`config.mk`:
```
export PLATFORM = sky130hd
export DESIGN_NAME = mac_accum_neuron
export DESIGN_NICKNAME = d
export VERILOG_FILES = /design/src/rtl/mac_accum_neuron.sv
export SDC_FILE = /design/constraint.sdc
export NUM_CORES = 1
export LEC_CHECK = 0
export ABC_AREA = 1
export CAP_MARGIN = 20
export CORE_ASPECT_RATIO = 0.7
export CORE_UTILIZATION = 45
export DETAILED_ROUTE_END_ITERATION = 12
export PLACE_DENSITY_LB_ADDON = 0.12
export RECOVER_POWER = 100
export SLEW_MARGIN = 30
export SYNTH_ARGS = -nofsm -noshare
export SYNTH_HDL_FRONTEND = slang
export SYNTH_SLANG_ARGS = --single-unit
```
`constraint.sdc`:
```
create_clock -name clk -period 5.4 [get_ports clk]
set_input_delay 1.08 -clock clk [delete_from_list [all_inputs] [get_ports clk]]
set_output_delay 1.08 -clock clk [all_outputs]
set_load 0.01 [all_outputs]
```
`src/rtl/mac_accum_neuron.sv`:
```
// Serial signed MAC neuron front end: accumulates N_INPUTS x*w products, adds bias, shifts, saturates to int8.
// Build option: define MAC_ROUND_EN to round half up before the shift (only when SHIFT > 0).
module mac_accum_neuron #(
    parameter int N_INPUTS = 4,
    parameter int SHIFT    = 4,
    parameter int ACC_W    = 20
) (
    input  logic               clk,
    input  logic               reset,
    input  logic               in_valid,
    output logic               in_ready,
    input  logic signed [7:0]  x,
    input  logic signed [7:0]  w,
    input  logic signed [15:0] bias,
    output logic               out_valid,
    output logic signed [7:0]  out_value
);

    localparam int CNT_W = (N_INPUTS > 1) ? $clog2(N_INPUTS) : 1;
    localparam logic [CNT_W-1:0] CNT_LAST = CNT_W'(N_INPUTS - 1);
    localparam logic signed [ACC_W:0] MAX8 = 127;
    localparam logic signed [ACC_W:0] MIN8 = -128;

`ifdef MAC_ROUND_EN
    localparam int RND_POS = (SHIFT > 0) ? SHIFT - 1 : 0;
    localparam logic signed [ACC_W:0] RND_ADD = (SHIFT > 0) ? ((ACC_W+1)'(1) << RND_POS) : '0;
`endif

    typedef enum logic {
        ST_ACC  = 1'b0,
        ST_DONE = 1'b1
    } state_t;

    // Optional half-up rounding, then arithmetic (floor) shift at ACC_W+1 bits.
    function automatic logic signed [ACC_W:0] round_shift(input logic signed [ACC_W:0] s);
        logic signed [ACC_W:0] t;
        t = s;
`ifdef MAC_ROUND_EN
        t = t + RND_ADD;
`endif
        return t >>> SHIFT;
    endfunction

    function automatic logic signed [7:0] sat8(input logic signed [ACC_W:0] r);
        logic signed [7:0] v;
        if (r > MAX8) begin
            v = 8'sd127;
        end else if (r < MIN8) begin
            v = -8'sd128;
        end else begin
            v = r[7:0];
        end
        return v;
    endfunction

    state_t                  state_q, state_d;
    logic signed [ACC_W-1:0] acc_q, acc_d;
    logic [CNT_W-1:0]        cnt_q, cnt_d;
    logic                    out_valid_q, out_valid_d;
    logic signed [7:0]       out_value_q, out_value_d;

    logic signed [15:0]      prod;
    logic signed [ACC_W-1:0] prod_ext;
    logic signed [ACC_W:0]   acc_ext;
    logic signed [ACC_W:0]   bias_ext;
    logic signed [ACC_W:0]   sum_s;

    always_comb begin
        prod     = 16'(x) * 16'(w);
        prod_ext = {{(ACC_W-16){prod[15]}}, prod};
        acc_ext  = {acc_q[ACC_W-1], acc_q};
        bias_ext = {{(ACC_W-15){bias[15]}}, bias};
        sum_s    = acc_ext + bias_ext;
    end

    always_comb begin
        state_d     = state_q;
        acc_d       = acc_q;
        cnt_d       = cnt_q;
        out_valid_d = 1'b0;
        out_value_d = out_value_q;
        in_ready    = 1'b0;

        case (state_q)
            ST_ACC: begin
                in_ready = 1'b1;
                if (in_valid) begin
                    acc_d = acc_q + prod_ext;
                    cnt_d = cnt_q + 1'b1;
                    if (cnt_q == CNT_LAST) begin
                        state_d = ST_DONE;
                    end
                end
            end
            ST_DONE: begin
                // Bias is sampled here; input pairs are held off for this one cycle.
                out_value_d = sat8(round_shift(sum_s));
                out_valid_d = 1'b1;
                acc_d       = '0;
                cnt_d       = '0;
                state_d     = ST_ACC;
            end
            default: begin
                state_d = ST_ACC;
            end
        endcase
    end

    always_ff @(posedge clk or negedge reset) begin
        if (!reset) begin
            state_q     <= ST_ACC;
            acc_q       <= '0;
            cnt_q       <= '0;
            out_valid_q <= 1'b0;
            out_value_q <= '0;
        end else begin
            state_q     <= state_d;
            acc_q       <= acc_d;
            cnt_q       <= cnt_d;
            out_valid_q <= out_valid_d;
            out_value_q <= out_value_d;
        end
    end

    assign out_valid = out_valid_q;
    assign out_value = out_value_q;

endmodule

```
# Word-level counts from Yosys, hierarchy flattened
# Cells that the tools add are included.
# word_totals
register_bits	32
out_inout_bits	10
# classes
order_cmp	2
eq_ne	2
add_sub_neg	3
muxes	11
multipliers	1
bitwise	1
# ops
operator	count
case mux 20 bit (2 select lines)	1
adder 20 x 16 -> 21 bit	1
adder 20 x 16 -> 20 bit	1
two-way mux 20 bit	1
> comparator 17 x 8 -> 1 bit, second input constant	1
less-than comparator 17 x 8 -> 1 bit, second input constant	1
multiplier 8 x 8 -> 16 bit	1
two-way mux 8 bit	2
two-way mux 1 bit	4
case mux 2 bit (2 select lines)	1
adder 2 x 1 -> 2 bit, second input constant	1
== test 2 bit, second input constant	1
two-way mux 2 bit	1
inequality test 2 bit, second input constant	1
case mux 1 bit (2 select lines)	1
inverter 1 bit	1

# Depth between registers and ports, before layout
# logic_depth
ltp_word	4
ltp_mapped	23
depth_no_buf	22

# Worst setup path before layout
# Ideal clock, no wire load.
# synth_path
path_type	in2reg
from	input w[7]
to	register acc_q[14]
required_time_ps	5278
arrival_time_ps	5516
setup_slack_ps	-238
setup_time_ps	122
path_stages	16
path_cell_list	clkinv_1 -> or2_2 -> fa_1 -> fa_1 -> inv_1 -> fa_1 -> fa_1 -> fa_1 -> ha_1 -> a21oi_1 -> nand2_1 -> a21o_1 -> nand2_1 -> nand2_1 -> or2_2 -> a32o_1
# synth_between
elab_chain_cells	4
# synth_rtl
item	line_no	rtl
start: declaration	13	input logic signed [7:0] w,
multiplier 8 x 8 -> 16 bit	69	prod = 16'(x) * 16'(w);
adder 20 x 16 -> 20 bit	88	acc_d = acc_q + prod_ext;
two-way mux 20 bit	87	if (in_valid) begin
case mux 20 bit (2 select lines)	84	case (state_q)
end signal: assignment	112	acc_q <= '0;
end signal: assignment	118	acc_q <= acc_d;
end: declaration	57	logic signed [ACC_W-1:0] acc_q, acc_d;
# Every way passes these cells. The select of a mux whose other input is x is not followed.
# A chain may end at the register's enable or synchronous reset.

# Final worst setup path
# layout_path
from	input x[0]
to	register acc_q[14]
# layout_between
elab_chain_cells	4
# layout_rtl
item	line_no	rtl
start: declaration	12	input logic signed [7:0] x,
multiplier 8 x 8 -> 16 bit	69	
adder 20 x 16 -> 20 bit	88	
two-way mux 20 bit	87	
case mux 20 bit (2 select lines)	84	
# Every way passes these cells. The select of a mux whose other input is x is not followed.

==> results_dict.tcl <==
set metrics [dict create \
    stdcell_count 1128 \
    drt_wl_total_um 15280 \
    cts-htree-levels 2 \
    crit_type "input port to flop" \
    tightest_slew_ns 1.838 \
    cts_sinks 32 \
    setup_viol 0 \
    num_antenna_cells 0 \
    wire_per_inst_um 13.55 \
    max_freq_mhz 190.4 \
    num_vias 5450 \
    fin_crit_ns 5.252 \
    yosys.cell_types.count 38 \
    layout-drive-gt1-share_pct 17.82 \
    grt_pass1_vias 5277 \
    setup.worst_path.end_class "flop" \
    final_cell_area_um2 7836 \
    layout.nets 1131 \
    initial_core_util_pct 46.85 \
    synthesis.area_um2 6257 \
    violations "max-capacitance violations, max-slew violations" \
    place_inst 1109 \
    synth_seq_cells 32 \
    dpl_cell_area_um2 7455 \
    required_ns 5.57 \
    relSlewSlack_pct -22.54 \
    slew_violations 33 \
    core_um2 13360 \
    post-dp-hpwl_um 13250 \
    overflow 0 \
    cts_tree "yes" \
    outcome "finished with violations" \
    place_congestion 0.9218 \
    cts.path.max_buffers 2 \
    syn_to_final_growth_pct 25.24 \
    worstPathMaxFanout 4 \
    path_clk_slew_ns 0.06 \
    fin_tns_setup_ns 0 \
    finalHoldViolations 0 \
    whs_ns 0.4809 \
    cp-start-kind "input port" \
    fp.dieH_um 100.7 \
    postRouteAntennaNets 0 \
    dr.pass1.iters 4 \
    avgSynthCellArea_um2 7.575 \
    grt_usage_pct 22.68 \
    cp_data_arrival_time_ns 5.43 \
    worst_clock_skew_ns 0.005294 \
    row_count 35 \
    port_buffers 44 \
    grt_pass1_wl_um 25510 \
    dieWidth_um 142.9 \
    ys_warn_count 0 \
    hold_class "flop to flop" \
    drtIter0Drc 388 \
    synth.yosys.seq_area_share_pct 12.80 \
    cap_violations 1 \
    grt_max_degree 33 \
    syn_nets 1015 \
    io_pins 45 \
    fin_crit_sh_pct 97.26 \
    antenna_found_initial 0 \
    cts_root_buf "clkbuf_16" \
    syn_inst 826 \
    die_area_um2 14390 \
    drc_errors 0 \
    cts_inserted_buffers 5 \
    viasPerCell 4.832 \
    worstSkewPairLatency_ns 0.28 \
]
==> cell type report <==
type	count	area, um^2
multi-input combinational	583	4886
tap	185	231.5
fill	1247	5520
inverter	193	733.2
sequential	32	800.8
timing repair buffer	127	1017
clock buffer	5	125.1
clock inverter	3	42.54
==> flip-flops by register name, indices dropped and copies added (netlist names) <==
name	cells
out_value	8
acc_q	20
out_valid	1
state_q	1
cnt_q	2
==> stage by stage <==
stage | setup slack, ns | utilization, %
after floorplan | 0.002472 | -
after global placement | -0.5635 | 55.81
after detailed placement | -0.6470 | 55.81
after CTS | 0.007271 | 57.29
after global routing | -0.02869 | 58.67
final | 0.1482 | 58.67
==> placed cells by master, fill, tap and decap left out, drive strengths merged, types with 2 or more instances in the layout <==
cell | synthesis | routed
dlygate4sd3 | 0 | 13
and2 | 2 | 2
dfrtp | 32 | 32
o21ai | 26 | 26
a21o | 3 | 3
nand3 | 30 | 30
fa | 88 | 88
nand2 | 220 | 220
a22o | 2 | 2
clkdlybuf4s15 | 0 | 2
clkdlybuf4s50 | 0 | 16
o21bai | 2 | 2
a21oi | 43 | 43
xnor2 | 7 | 7
xor2 | 13 | 13
a32o | 4 | 4
or2 | 2 | 2
ha | 66 | 66
nor2 | 49 | 49
buf | 0 | 79
o22ai | 2 | 2
clkinv | 1 | 2
nor3 | 7 | 7
dlygate4sd2 | 0 | 5
clkinvlp | 0 | 3
clkbuf | 18 | 16
nand3b | 7 | 7
inv | 192 | 190
nand4 | 5 | 5
==> path summary, 6_finish.rpt <==
check                                           endpoint  cells after the start                      from  slack, ns
worst max-delay path               acc_q[14]$_DFFE_PN0P_                     16                      x[0]       0.15
worst min-delay path            out_value[7]$_DFFE_PN0P_                      2  out_value[7]$_DFFE_PN0P_       0.48
worst max register to register     acc_q[14]$_DFFE_PN0P_                     17      acc_q[6]$_DFFE_PN0P_       0.97
worst min register to register  out_value[7]$_DFFE_PN0P_                      2  out_value[7]$_DFFE_PN0P_       0.48
max in group asynchronous           acc_q[0]$_DFFE_PN0P_                      2                     reset       2.51
min in group asynchronous       out_value[7]$_DFFE_PN0P_                      2                     reset       1.82
==> layer usage <==
layer / global-route usage, % / share of wire [%] / wire [um] / vias to the layer above
li1: - / - / - / 2741
met1: 35.37 / 50 / 7693 / 2552
met2: 33.55 / 43 / 6505 / 146
met3: 3.658 / 6.4 / 982 / 11
met4: 2.647 / 0.65 / 99 / 0
met5: 0 / 0 / 0 / -
==> synth_stat cells, drive strengths merged <==
library cell  instances  area [um^2]
xor2                 13        113.9
clkbuf               18        67.56
nor3                  7        35.03
ha                   66        825.8
o21bai                2        15.01
nand2               220        860.8
o211ai                1        7.510
dfrtp                32        800.8
and3                  1        6.260
a21oi                43        241.5
xnor2                 7        61.31
a22o                  2        17.52
clkinv                1        3.750
a21o                  3        22.52
inv                 192        720.7
fa                   88         1762
and2                  2        13.77
o22ai                 2        12.51
nand3                30        165.2
a32o                  4        40.04
o31ai                 1        7.510
o2111ai               1        8.760
o21ai                26        133.9
a31oi                 1        6.260
nand4                 5        37.53
nor2                 49        201.4
nand3b                7        56.30
or2                   2        12.51
==> critical path, stage by stage <==
cell and delay (ns):
dlygate4sd2_1 0.26, or2_4 0.26, fa_1 0.50, fa_1 0.51, inv_1 0.05, fa_1 0.52
fa_1 0.44, fa_1 0.53, ha_4 0.22, a21oi_4 0.16, nand2_2 0.08, a21o_1 0.18
nand2_1 0.06, nand2_1 0.08, or2_2 0.28, a32o_1 0.21
==> what timing repair did <==
action | CTS | global route
hold buffers | 0 | 0
endpoints found under the setup margin | 12 | 10
cloned | 0 | 0
pin swaps | 9 | 26
setup buffers | 2 | 9
gates resized for setup | 26 | 48
==> cells by family (layout without fill, tap and decap cells) <==
logic type	Yosys count	in the layout	share of synthesized area, %
and+or+nand+nor	323	323	22.20
buffers and inverters	211	328	12.66
adders and majority gates	154	154	41.35
AOI/OAI and AO/OA	86	86	8.198
DFF	32	32	12.80
xor gates and xnor gates	20	20	2.799
Power is left out: the tool's default activity adds up to more than one toggle a clock period on the data nets, which glitch-free logic cannot reach.
